--- src/rtl/serial_adder.sv ---
`default_nettype none
// ============================================================================
// Module      : serial_adder
// Description : Digit-serial WIDTH-bit adder/subtractor, DIGIT bits per clock,
//               LSB digit first, with start/busy/done handshake.
// Revision    : 1.0 - initial release
// ============================================================================
module serial_adder #(
    parameter int WIDTH = 8,
    parameter int DIGIT = 1
) (
    input  logic             clk,
    input  logic             rst_n,
    input  logic             start,
    input  logic [WIDTH-1:0] a,
    input  logic [WIDTH-1:0] b,
    input  logic             cin,
    input  logic             sub,
    output logic             busy,
    output logic             done,
    output logic [WIDTH-1:0] sum,
    output logic             cout,
    output logic             overflow
);

    localparam int STEPS = WIDTH / DIGIT;
    localparam int CNT_W = (STEPS > 1) ? $clog2(STEPS) : 1;
    localparam logic [CNT_W-1:0] C_LAST = CNT_W'(STEPS - 1);

    typedef enum logic [1:0] {
        S_IDLE = 2'd0,
        S_RUN  = 2'd1,
        S_DONE = 2'd2
    } state_t;

    state_t           r_state;
    logic [WIDTH-1:0] r_a;
    logic [WIDTH-1:0] r_b;
    logic             r_carry;
    logic [CNT_W-1:0] r_cnt;
    logic [WIDTH-1:0] r_shift;
    logic             r_busy;
    logic             r_done;
    logic [WIDTH-1:0] r_sum;
    logic             r_cout;
    logic             r_ovf;

    logic [DIGIT:0]   w_digit_sum;
    logic [DIGIT-1:0] w_digit;
    logic             w_carry_out;
    logic             w_carry_msb;
    logic [WIDTH-1:0] w_shift_next;

    assign w_digit_sum = {1'b0, r_a[DIGIT-1:0]} + {1'b0, r_b[DIGIT-1:0]}
                       + {{DIGIT{1'b0}}, r_carry};
    assign w_digit     = w_digit_sum[DIGIT-1:0];
    assign w_carry_out = w_digit_sum[DIGIT];
    // Carry into the digit MSB recovered from its sum bit: s = a ^ b ^ c_in.
    assign w_carry_msb = r_a[DIGIT-1] ^ r_b[DIGIT-1] ^ w_digit[DIGIT-1];

    generate
        if (DIGIT == WIDTH) begin : g_single_step
            assign w_shift_next = w_digit;
        end else begin : g_multi_step
            assign w_shift_next = {w_digit, r_shift[WIDTH-1:DIGIT]};
        end
    endgenerate

    always_ff @(posedge clk) begin
        if (!rst_n) begin
            r_state <= S_IDLE;
            r_a     <= '0;
            r_b     <= '0;
            r_carry <= 1'b0;
            r_cnt   <= '0;
            r_shift <= '0;
            r_busy  <= 1'b0;
            r_done  <= 1'b0;
            r_sum   <= '0;
            r_cout  <= 1'b0;
            r_ovf   <= 1'b0;
        end else begin
            case (r_state)
                S_IDLE: begin
                    r_done <= 1'b0;
                    if (start) begin
                        r_a     <= a;
                        r_b     <= sub ? ~b : b;
                        r_carry <= cin ^ sub;
                        r_cnt   <= '0;
                        r_shift <= '0;
                        r_busy  <= 1'b1;
                        r_state <= S_RUN;
                    end
                end
                S_RUN: begin
                    r_a     <= r_a >> DIGIT;
                    r_b     <= r_b >> DIGIT;
                    r_carry <= w_carry_out;
                    r_shift <= w_shift_next;
                    if (r_cnt == C_LAST) begin
                        r_state <= S_DONE;
                        r_busy  <= 1'b0;
                        r_done  <= 1'b1;
                        r_sum   <= w_shift_next;
                        r_cout  <= w_carry_out;
                        r_ovf   <= w_carry_msb ^ w_carry_out;
                    end else begin
                        r_cnt <= r_cnt + 1'b1;
                    end
                end
                S_DONE: begin
                    r_done  <= 1'b0;
                    r_state <= S_IDLE;
                end
                default: begin
                    r_busy  <= 1'b0;
                    r_done  <= 1'b0;
                    r_state <= S_IDLE;
                end
            endcase
        end
    end

    assign busy     = r_busy;
    assign done     = r_done;
    assign sum      = r_sum;
    assign cout     = r_cout;
    assign overflow = r_ovf;

endmodule
`default_nettype wire

--- config.mk ---
export PLATFORM = sky130hd
export DESIGN_NAME = serial_adder
export DESIGN_NICKNAME = d
export VERILOG_FILES = /design/src/rtl/serial_adder.sv
export SDC_FILE = /design/constraint.sdc
export NUM_CORES = 1
export LEC_CHECK = 0
export ABC_AREA = 1
export BUFFER_PORTS_ARGS = -buffer_cell sky130_fd_sc_hd__buf_2
export CORE_MARGIN = 4
export CORE_UTILIZATION = 54
export DETAILED_ROUTE_END_ITERATION = 6
export GPL_ROUTABILITY_DRIVEN = 0
export MAX_ROUTING_LAYER = met4
export PLACE_DENSITY = 0.85
export REMOVE_ABC_BUFFERS = 1
export SYNTH_ARGS = -nofsm -noshare
export SYNTH_HDL_FRONTEND = slang
export SYNTH_SLANG_ARGS = --single-unit
--- constraint.sdc ---
create_clock -name clk -period 2.53 [get_ports clk]
set_input_delay 0.253 -clock clk [delete_from_list [all_inputs] [get_ports clk]]
set_output_delay 0.253 -clock clk [all_outputs]
set_load 0.01 [all_outputs]
-- After elaboration in Yosys (flattened, before gate mapping)
Index checks and enable logic that the tools add are counted.
- reductions and logical operators: 8
- equal/unequal tests: 6
- $add $sub $neg: 3
- muxes and demuxes: 18
- bitwise gates (word level): 6
- operator list (cell ; count):
    8-bit one-hot mux with 2 select lines ; 3
    8-bit 2-to-1 mux ; 4
    8-bit inverter ; 1
    2-bit AND reduction ; 4
    3-bit 2-to-1 mux ; 2
    2-bit inequality test, second input constant ; 3
    3-bit one-hot mux with 2 select lines ; 1
    3-bit AND reduction ; 2
    2-bit 2-to-1 mux ; 2
    2-bit one-hot mux with 2 select lines ; 1
    1-bit bitwise XOR ; 4
    3-bit by 1-bit adder with 3-bit output, second input constant ; 1
    3-bit equality test, second input constant ; 1
    1-bit 2-to-1 mux ; 3
    1-bit one-hot mux with 3 select lines ; 1
    1-bit by 1-bit adder with 2-bit output ; 1
    2-bit by 1-bit adder with 2-bit output ; 1
    2-bit by 1-bit equality test with 1-bit output, second input constant ; 1
    2-bit equality test, second input constant ; 1
    2-bit logical NOT ; 1
    1-bit one-hot mux with 2 select lines ; 1
    2-bit nonzero test ; 1
    1-bit inverter ; 1
- bits of input ports: 21
- flip-flop bits (word level): 42
- output and inout bits: 12
- logic and storage cells: 52

-- Longest topological paths before layout
Gate-level depths: netlist of the first run.
- depth after elaboration: 4
- gate-level depth with buffers: 9
- mapped depth without buffers: 9

-- Worst setup path before layout of the first run
No wires, ideal clock.
- path type: reg-to-reg
- start: register r_a[0]
- end: register r_ovf (netlist: overflow)
- clock period less this slack: 1.463 ns
- data arrival time: 1.354 ns
- path slack: 1.067 ns
- path buffers: 0
- cell stages (with the launch flop): 10
- data required time: 2.421 ns
- library setup time: 0.109 ns
- cells stage by stage: dfxtp_1 -> inv_1 -> fa_1 -> inv_1 -> nand2_1 -> nand2_1 -> nand2_1 -> nand3_1 -> nand2_1 -> inv_1
- cells in the longest elaborated chain, start to end: 4
- elaborated cells between the ends (all ways): 5
- those cells by class: add/sub: 2; bitwise: 3
- RTL lines (what ; line ; text):
    from (decl) ; 37 ; logic [WIDTH-1:0] r_a;
    from (signal assigned) ; 97 ; r_a <= r_a >> DIGIT;
    1-bit by 1-bit adder with 2-bit output ; 54 ; assign w_digit_sum = {1'b0, r_a[DIGIT-1:0]} + {1'b0, r_b[DIGIT-1:0]}
    2-bit by 1-bit adder with 2-bit output ; 55 ; + {{DIGIT{1'b0}}, r_carry};
    1-bit bitwise XOR ; 59 ; assign w_carry_msb = r_a[DIGIT-1] ^ r_b[DIGIT-1] ^ w_digit[DIGIT-1];
    1-bit bitwise XOR * ; 107 ; r_ovf <= w_carry_msb ^ w_carry_out;
    to (signal assigned) ; 107 ;
    to (decl) ; 46 ; logic r_ovf;
Mark *: on every way between the ends. The rest lies on a longest branch, timed or not.
A chain may end at the register's enable or synchronous reset.

-- Worst setup path after layout of the first run
- start: register r_cnt[0]
- end: register r_sum[2] (netlist: sum[2])
- cells in the longest elaborated chain, start to end: 2
- RTL lines (what ; line ; text):
    from (decl) ; 40 ; logic [CNT_W-1:0] r_cnt;
    from (signal assigned) ; 109 ; r_cnt <= r_cnt + 1'b1;
    3-bit equality test ; 101 ; if (r_cnt == C_LAST) begin
    2-bit AND reduction (no line) ; -- ;
    to (signal assigned) ; 105 ; r_sum <= w_shift_next;
    to (decl) ; 44 ; logic [WIDTH-1:0] r_sum;
No other way between the ends.

==> metrics.md, run 1 <==
| Metric | Value |
|---|---|
| Status | complete, no violations |
| Worst-case hold slack | 156 ps |
| Remaining DRCs | 0 |
| Worst r2r src | r_cnt[0] |
| Multi-input gate area in the final layout | 870 µm² |
| Post-CTS setup buffer count | 0 |
| Critical Path Max Stage Delay | 340 ps |
| Post-synth top area share | 0.448 |
| Slew Limit Fails | 0 |
| Crit. End Element | register |
| Clk buf depth | 2 |
| Synth Area in Adders | 0.0246 |
| Crit start category | register |
| Final period util | 0.657 |
| Launch point of the worst path | r_cnt[0] |
| Post-synthesis simple-gate area fraction | 0.349 |
| WL per Instance | 10.6 µm |
| Mux contribution to synthesized area | 0 |
| Row count | 20 |
| Total track usage | 0.188 |
| Cell Pwr Density | 628 mW/mm² |
| Io pins | 33 |
| HPWL Detailed | 2560 µm |
| Die W | 66.3 µm |
| Endpoints failing setup | 0 |
| Worst Max-Slew Pin Slew | 543 ps |
| Worst path cell trace | ha_1 -> ha_1 -> nand2_1 -> clkinv_1 -> nand2_1 -> a21oi_1 |
| Hold Crit Start | a[7] |
| Resized cells post-CTS | 0 |
| Min-delay worst type | in2reg |
| Core area | 0.00315 mm² |
| Crit path max-delay cell type | dfxtp_1 |
| DR iter-0 viols | 60 |
| Synthesized area | 0.00183 mm² |
| Clk_skew | 16.2 ps |
| Synth Register Bits | 41 |
| Slew headroom | 0.637 |
| Max-cap violations | 0 |
| Vias in the first global route | 1505 |
| Synth top area cells | dfxtp_1, nand2_1, nor2_1 |
| Die area | 0.00439 mm² |
| Max Fclk | 0.601 GHz |
| Final WL | 3590 µm |
| Worst vdd ir | 391 µV |
| Setup TNS | 0 ps |
| Largest net degree at the start of global routing | 27 |
| Crit path kind | reg2reg |
| Worst reg2reg endpoint | sum[2] |
| CTS Hold Buffers Added | 0 |
| Register area | 821 µm² |
| Overall Power | 1320 µW |
| R2r worst-path depth | 6 |
| Initial Util | 0.581 |
| Synthesis-to-layout area growth | 14.5% |
| Critical path fanouts, max | 12 |
| Via count | 1648 |
| # H-tree levels | 2 |
| Die height | 66.3 µm |
| GRT overflow | 0 |
| Post-layout min period | 1660 ps |
| Unrepaired setup endpoints after global routing | no |
| Internal reg-to-reg setup slack | 870 ps |
| CTS Buf Count | 5 |
| Syn Area/Cell | 6.92 µm² |
| Ant diodes | 0 |
| Leading area contributor after synthesis | dfxtp_1 |
| Final Instance Count excl. Fillers | 340 |
| Num Clock Sinks | 41 |
| Root Buffer Master | clkbuf_4 |
| Crit path capture | sum[2] |
| First-pass GRT wire length | 6150 µm |
| Fin. Hold Viols | 0 |
| Cells after DPL | 332 |
| Clk Latency, worst-skew pair | 350 ps |
| WP data required | 2760 ps |
| Initial antenna violation count | 0 |
| YS warnings | 0 |
| Cells after synthesis | 265 |
| Port Buffer Count | 32 |
| Vias per cell | 4.85 |
| Register area share after synthesis | 0.448 |
| First-pass DRT Iterations | 4 |
| Fillers | 302 |
| Main combinational cell family by area after synthesis | simple AND/OR/NAND/NOR gates |
| Total Nets Final | 319 |
| Clk pin slew, worst setup/hold paths | 110 ps |
| XOR/XNOR Fraction of Synth Area | 0.0239 |
| Layout cells sized above 1 | 0.169 |
| Compound-Gate Fraction of Synth Area | 0.0765 |
| Post-DRT Antenna Nets | 0 |
| CTS tree | done |
| Leakage power | 0.00103 µW |
| Synth cell types | 25 |
| Final core occ | 0.666 |
| Crit path DAT | 1900 ps |
==> report_power, final <==
group | internal (µW) | switching (µW) | leakage (µW) | total [µW]
Combinational | 72.8 | 114 | 0.000652 | 187
Clock | 236 | 203 | 0.0000455 | 439
Sequential | 677 | 17.5 | 0.000335 | 694
Total | 985 | 334 | 0.00103 | 1320
==> cell usage after synthesis <==
| master | count |
|---|---|
| a21oi_1 | 12 |
| clkbuf_1 | 2 |
| or2_2 | 4 |
| a22oi_1 | 1 |
| o22ai_1 | 6 |
| fa_1 | 1 |
| xor2_1 | 1 |
| o21ai_0 | 6 |
| buf_1 | 1 |
| o21ai_1 | 1 |
| nor2_2 | 1 |
| inv_1 | 20 |
| nand3b_1 | 2 |
| nand3_2 | 1 |
| dfxtp_1 | 41 |
| xnor2_1 | 4 |
| clkinv_1 | 2 |
| inv_2 | 1 |
| nand2_2 | 1 |
| nor3_1 | 7 |
| ha_1 | 2 |
| nand3_1 | 17 |
| nand2_1 | 84 |
| buf_2 | 9 |
| nor2_1 | 38 |
==> cell type report <==
cell class,instances,share of cell area
Inverter,23,0.0411
Tap cell,44,0.0262
Clock buffer,7,0.0262
Timing Repair Buffer,35,0.0870
Multi-Input combinational cell,189,0.414
Clock inverter,1,0.0143
Sequential cell,41,0.391
==> worst max-delay path, delay by kind of cell, from the launching register on <==
family / cells / cell delay, ps
and+or+nand+nor: 2 / 430
AOI/OAI and AO/OA: 1 / 60
DFF: 1 / 340
buffers and inverters: 1 / 300
adders and majority gates: 2 / 420
==> per-stage QoR <==
stage                     cell area [µm²]  worst slack [ps]
after floorplan                      1780              1070
after global placement               2010               891
after detailed placement             2010               861
after CTS                            2100               851
after global routing                 2100               681
final                                2100               867
==> placed cells by master (no fill, tap or decap) <==
cell,count
nand2_1,84
xor2_1,1
or2_2,4
o21ai_0,6
nor3_1,7
a21oi_1,12
xnor2_1,4
nor2_2,1
bufinv_16,1
o21ai_1,1
buf_2,32
clkinv_1,2
nand3b_1,2
inv_1,20
buf_4,3
clkbuf_8,1
a22oi_1,1
nor2_1,38
inv_2,1
clkbuf_1,1
ha_1,2
fa_1,1
clkbuf_4,5
o22ai_1,6
nand2_2,1
nand3_1,17
nand3_2,1
dfxtp_1,41
==> how the worst min path moves through the flow <==
stage	to	slack [ps]	cells after the start
after global placement	r_cnt[0]	440	1
after CTS	r_a[7]	150	3
after global routing	r_a[7]	150	3
after detailed placement	r_cnt[0]	450	1
after floorplan	r_b[1]	350	2
final	r_a[7]	160	3
==> flip-flops by register name (all words and copies together) (netlist names) <==
| register | flops |
|---|---|
| r_a | 8 |
| r_b | 8 |
| sum | 8 |
| r_shift | 7 |
| r_cnt | 3 |
| r_state | 2 |
| busy | 1 |
| cout | 1 |
| done | 1 |
| overflow | 1 |
| r_carry | 1 |
==> per-layer routing <==
layer | global-route usage | share of wire | vias up
met4 | 0.0863 | 0.016 | 0
met1 | 0.218 | 0.44 | 718
met5 | - | 0 | -
met2 | 0.310 | 0.48 | 34
met3 | 0.0374 | 0.059 | 8
li1 | - | - | 888
==> kinds of logic after synthesis <==
family / after synthesis
compound gates: 26
xor+xnor: 5
fa+ha+maj: 3
buf+inv: 35
flops: 41
simple gates: 155
Note: power is estimated with default switching activity, not from simulation.
==> run 2, diff against run 1 <==
Settings changed: ABC_AREA 1 to 0, CORE_UTILIZATION 54 to 50, PLACE_DENSITY 0.85 to 0.82.
Clock period 2.53 ns to 1.5 ns, I/O delays scaled along.
==> run 2 against run 1 <==
Effect of this change:
- via count down 3.2%
- final cell count down 14%
- critical path depth down 1
- clock-buffer cell count unchanged
- clock power up 80%
- power up 77%
- clock skew down 11 ps
- die area up 13%
- flip-flop and latch count unchanged
- global-route usage down 1.2 points
- synthesized area up 5.9%
- critical endpoint is now overflow
- largest cell class unchanged
- largest power group unchanged
- highest routed layer unchanged
==> metrics.md, run 2 <==
| Metric | Value |
|---|---|
| Status | complete, no violations |
| CTS Buf Count | 5 |
| Most frequent cells in the layout | dfxtp_1, buf_2, nand2_1 |
| WL per Instance | 13.8 µm |
| Clk buf depth | 2 |
| Initial antenna violation count | 0 |
| Worst Max-Slew Pin Slew | 357 ps |
| Async set-reset flop share out of synthesis | 0 |
| Io pins | 33 |
| Min-delay worst type | in2reg |
| Cell mode on critical path | xnor2_2 |
| Clk Latency, worst-skew pair | 300 ps |
| Crit path max-delay cell type | fa_2 |
| Die W | 70.3 µm |
| Cells after synthesis | 206 |
| Max Fclk | 0.684 GHz |
| Largest net degree at the start of global routing | 17 |
| First-pass GRT wire length | 6740 µm |
| Synth top area cells | dfxtp_1, xnor2_1, nand2_1 |
| CTS tree | done |
| Total Nets Final | 268 |
| Initial Util | 0.522 |
| Total track usage | 0.175 |
| Leading area contributor after synthesis | dfxtp_1 |
| Final Instance Count excl. Fillers | 293 |
| Root Buffer Master | clkbuf_8 |
| Num Clock Sinks | 41 |
| Max-cap violations | 0 |
| Synthesized area | 0.00194 mm² |
| Worst path cell trace | inv_1 -> fa_2 -> xnor2_2 -> xnor2_2 -> a21oi_2 |
| Crit path kind | reg2reg |
| Critical Path Max Stage Delay | 600 ps |
| # H-tree levels | 2 |
| Port Buffer Count | 32 |
| GRT overflow | 0 |
| Crit. End Element | register |
| Via count | 1595 |
| Synth cell types | 40 |
| Vias per cell | 5.44 |
| Final core occ | 0.621 |
| Leading cell type in the layout, fill and taps excluded | dfxtp_1 |
| Leakage power | 0.000970 µW |
| Cell Pwr Density | 1010 mW/mm² |
| YS warnings | 0 |
| Top-count cell post-synth | dfxtp_1 |
| Endpoints failing setup | 0 |
| CP top delay family | adder cells |
| Row count | 22 |
| Synthesis-to-layout area growth | 18.8% |
| Clk_skew | 4.77 ps |
| HPWL Detailed | 2840 µm |
| Syn Area/Cell | 9.42 µm² |
| Leading post-synthesis cells by instance count | dfxtp_1, nand2_1, o21ai_0 |
| Post-synth EDFFs | 0 |
| Remaining DRCs | 0 |
| Crit path DAT | 1650 ps |
| Fin. Hold Viols | 0 |
| DR iter-0 viols | 77 |
| Synth Register Bits | 41 |
| Final WL | 4040 µm |
| Crit start category | register |
| Top FF cell, synth | dfxtp_1 |
| Die area | 0.00494 mm² |
| Ant diodes | 0 |
| Slew headroom | 0.762 |
| Cells after DPL | 283 |
| Register area share after synthesis | 0.423 |
| Post-synth top area share | 0.423 |
| CTS Hold Buffers Added | 0 |
| Layout cells sized above 1 | 0.318 |
| Slew Limit Fails | 0 |
| First-pass DRT Iterations | 4 |
| Final period util | 0.974 |
| Vias in the first global route | 1526 |
| WP data required | 1690 ps |
| WP buf/inv | 1 |
| Post-layout min period | 1460 ps |
| Setup TNS | 0 ps |
| Post-DRT Antenna Nets | 0 |
| Die height | 70.3 µm |
| Clk pin slew, worst setup/hold paths | 80 ps |
| Worst vdd ir | 426 µV |
| Critical path fanouts, max | 2 |
| Core area | 0.00372 mm² |
==> run 2: area by class of cell <==
| cell class | count | area (µm²) |
|---|---|---|
| Sequential cell | 41 | 823 |
| Timing Repair Buffer | 48 | 280 |
| Fill cell | 326 | 1410 |
| Clock inverter | 1 | 5.00 |
| Inverter | 7 | 26.3 |
| Multi-Input combinational cell | 141 | 1010 |
| Tap cell | 48 | 60.1 |
| Clock buffer | 7 | 96.3 |
==> run 2: cell families (layout without fill, tap and decap cells) <==
| group | after synthesis | count (layout) | share of synthesized area |
|---|---|---|---|
| AOI/OAI and AO/OA | 65 | 65 | 0.270 |
| and+or+nand+nor | 61 | 61 | 0.163 |
| DFF | 41 | 41 | 0.423 |
| buffers and inverters | 24 | 63 | 0.0671 |
| xor gates and xnor gates | 12 | 12 | 0.0542 |
| adders and majority gates | 3 | 3 | 0.0232 |
==> run 2: worst register-to-register path, cell delays in order, from the launching register on <==
cell     delay, ps
dfxtp_2        330
inv_1           60
fa_2           600
xnor2_2        140
xnor2_2        160
a21oi_2         70
==> run 2: path summary, 6_finish.rpt <==
kind                              from        to  slack (ps)  cells after the start
worst min register to register  sum[1]    sum[1]         460                      2
worst max register to register  r_b[0]  overflow          40                      5
worst min-delay path             rst_n      done         200                      2
worst max-delay path            r_b[0]  overflow          40                      5
==> run 2: layer usage <==
metal / routed length (µm) / track usage / vias up / share of wire
met2: 2040 / 0.279 / 33 / 0.51
met4: 107 / 0.111 / 0 / 0.026
li1: - / - / 801 / -
met5: 0 / - / - / 0
met3: 127 / 0.0302 / 9 / 0.031
met1: 1760 / 0.204 / 752 / 0.44
==> run 2: power breakdown <==
part / total [µW] / internal [µW] / switching [µW]
clock network: 792 / 416 / 376
registers: 1170 / 1140 / 35.2
logic: 369 / 194 / 175
==> run 2: repair_timing <==
| item | in CTS | in global routing |
|---|---|---|
| setup endpoints to repair | 1 | 5 |
| buffers inserted | 1 | 1 |
| cloned | 0 | 0 |
| resized for setup | 3 | 5 |
| pin swaps | 2 | 2 |
==> run 2: stage by stage <==
| stage | area, µm² | worst slack (ps) | power, µW | hold WS, ps |
|---|---|---|---|---|
| 3_5_place_dp | 2160 | -61.0 | 1530 | 454 |
| 4_1_cts | 2290 | 0.481 | 2350 | 178 |
| 2_1_floorplan | 1840 | 49.8 | 1390 | 267 |
| 6_report | 2310 | 38.3 | 2330 | 196 |
| 3_3_place_gp | 2160 | 64.3 | 1510 | 449 |
| 5_1_grt | 2310 | -17.7 | 2450 | 193 |
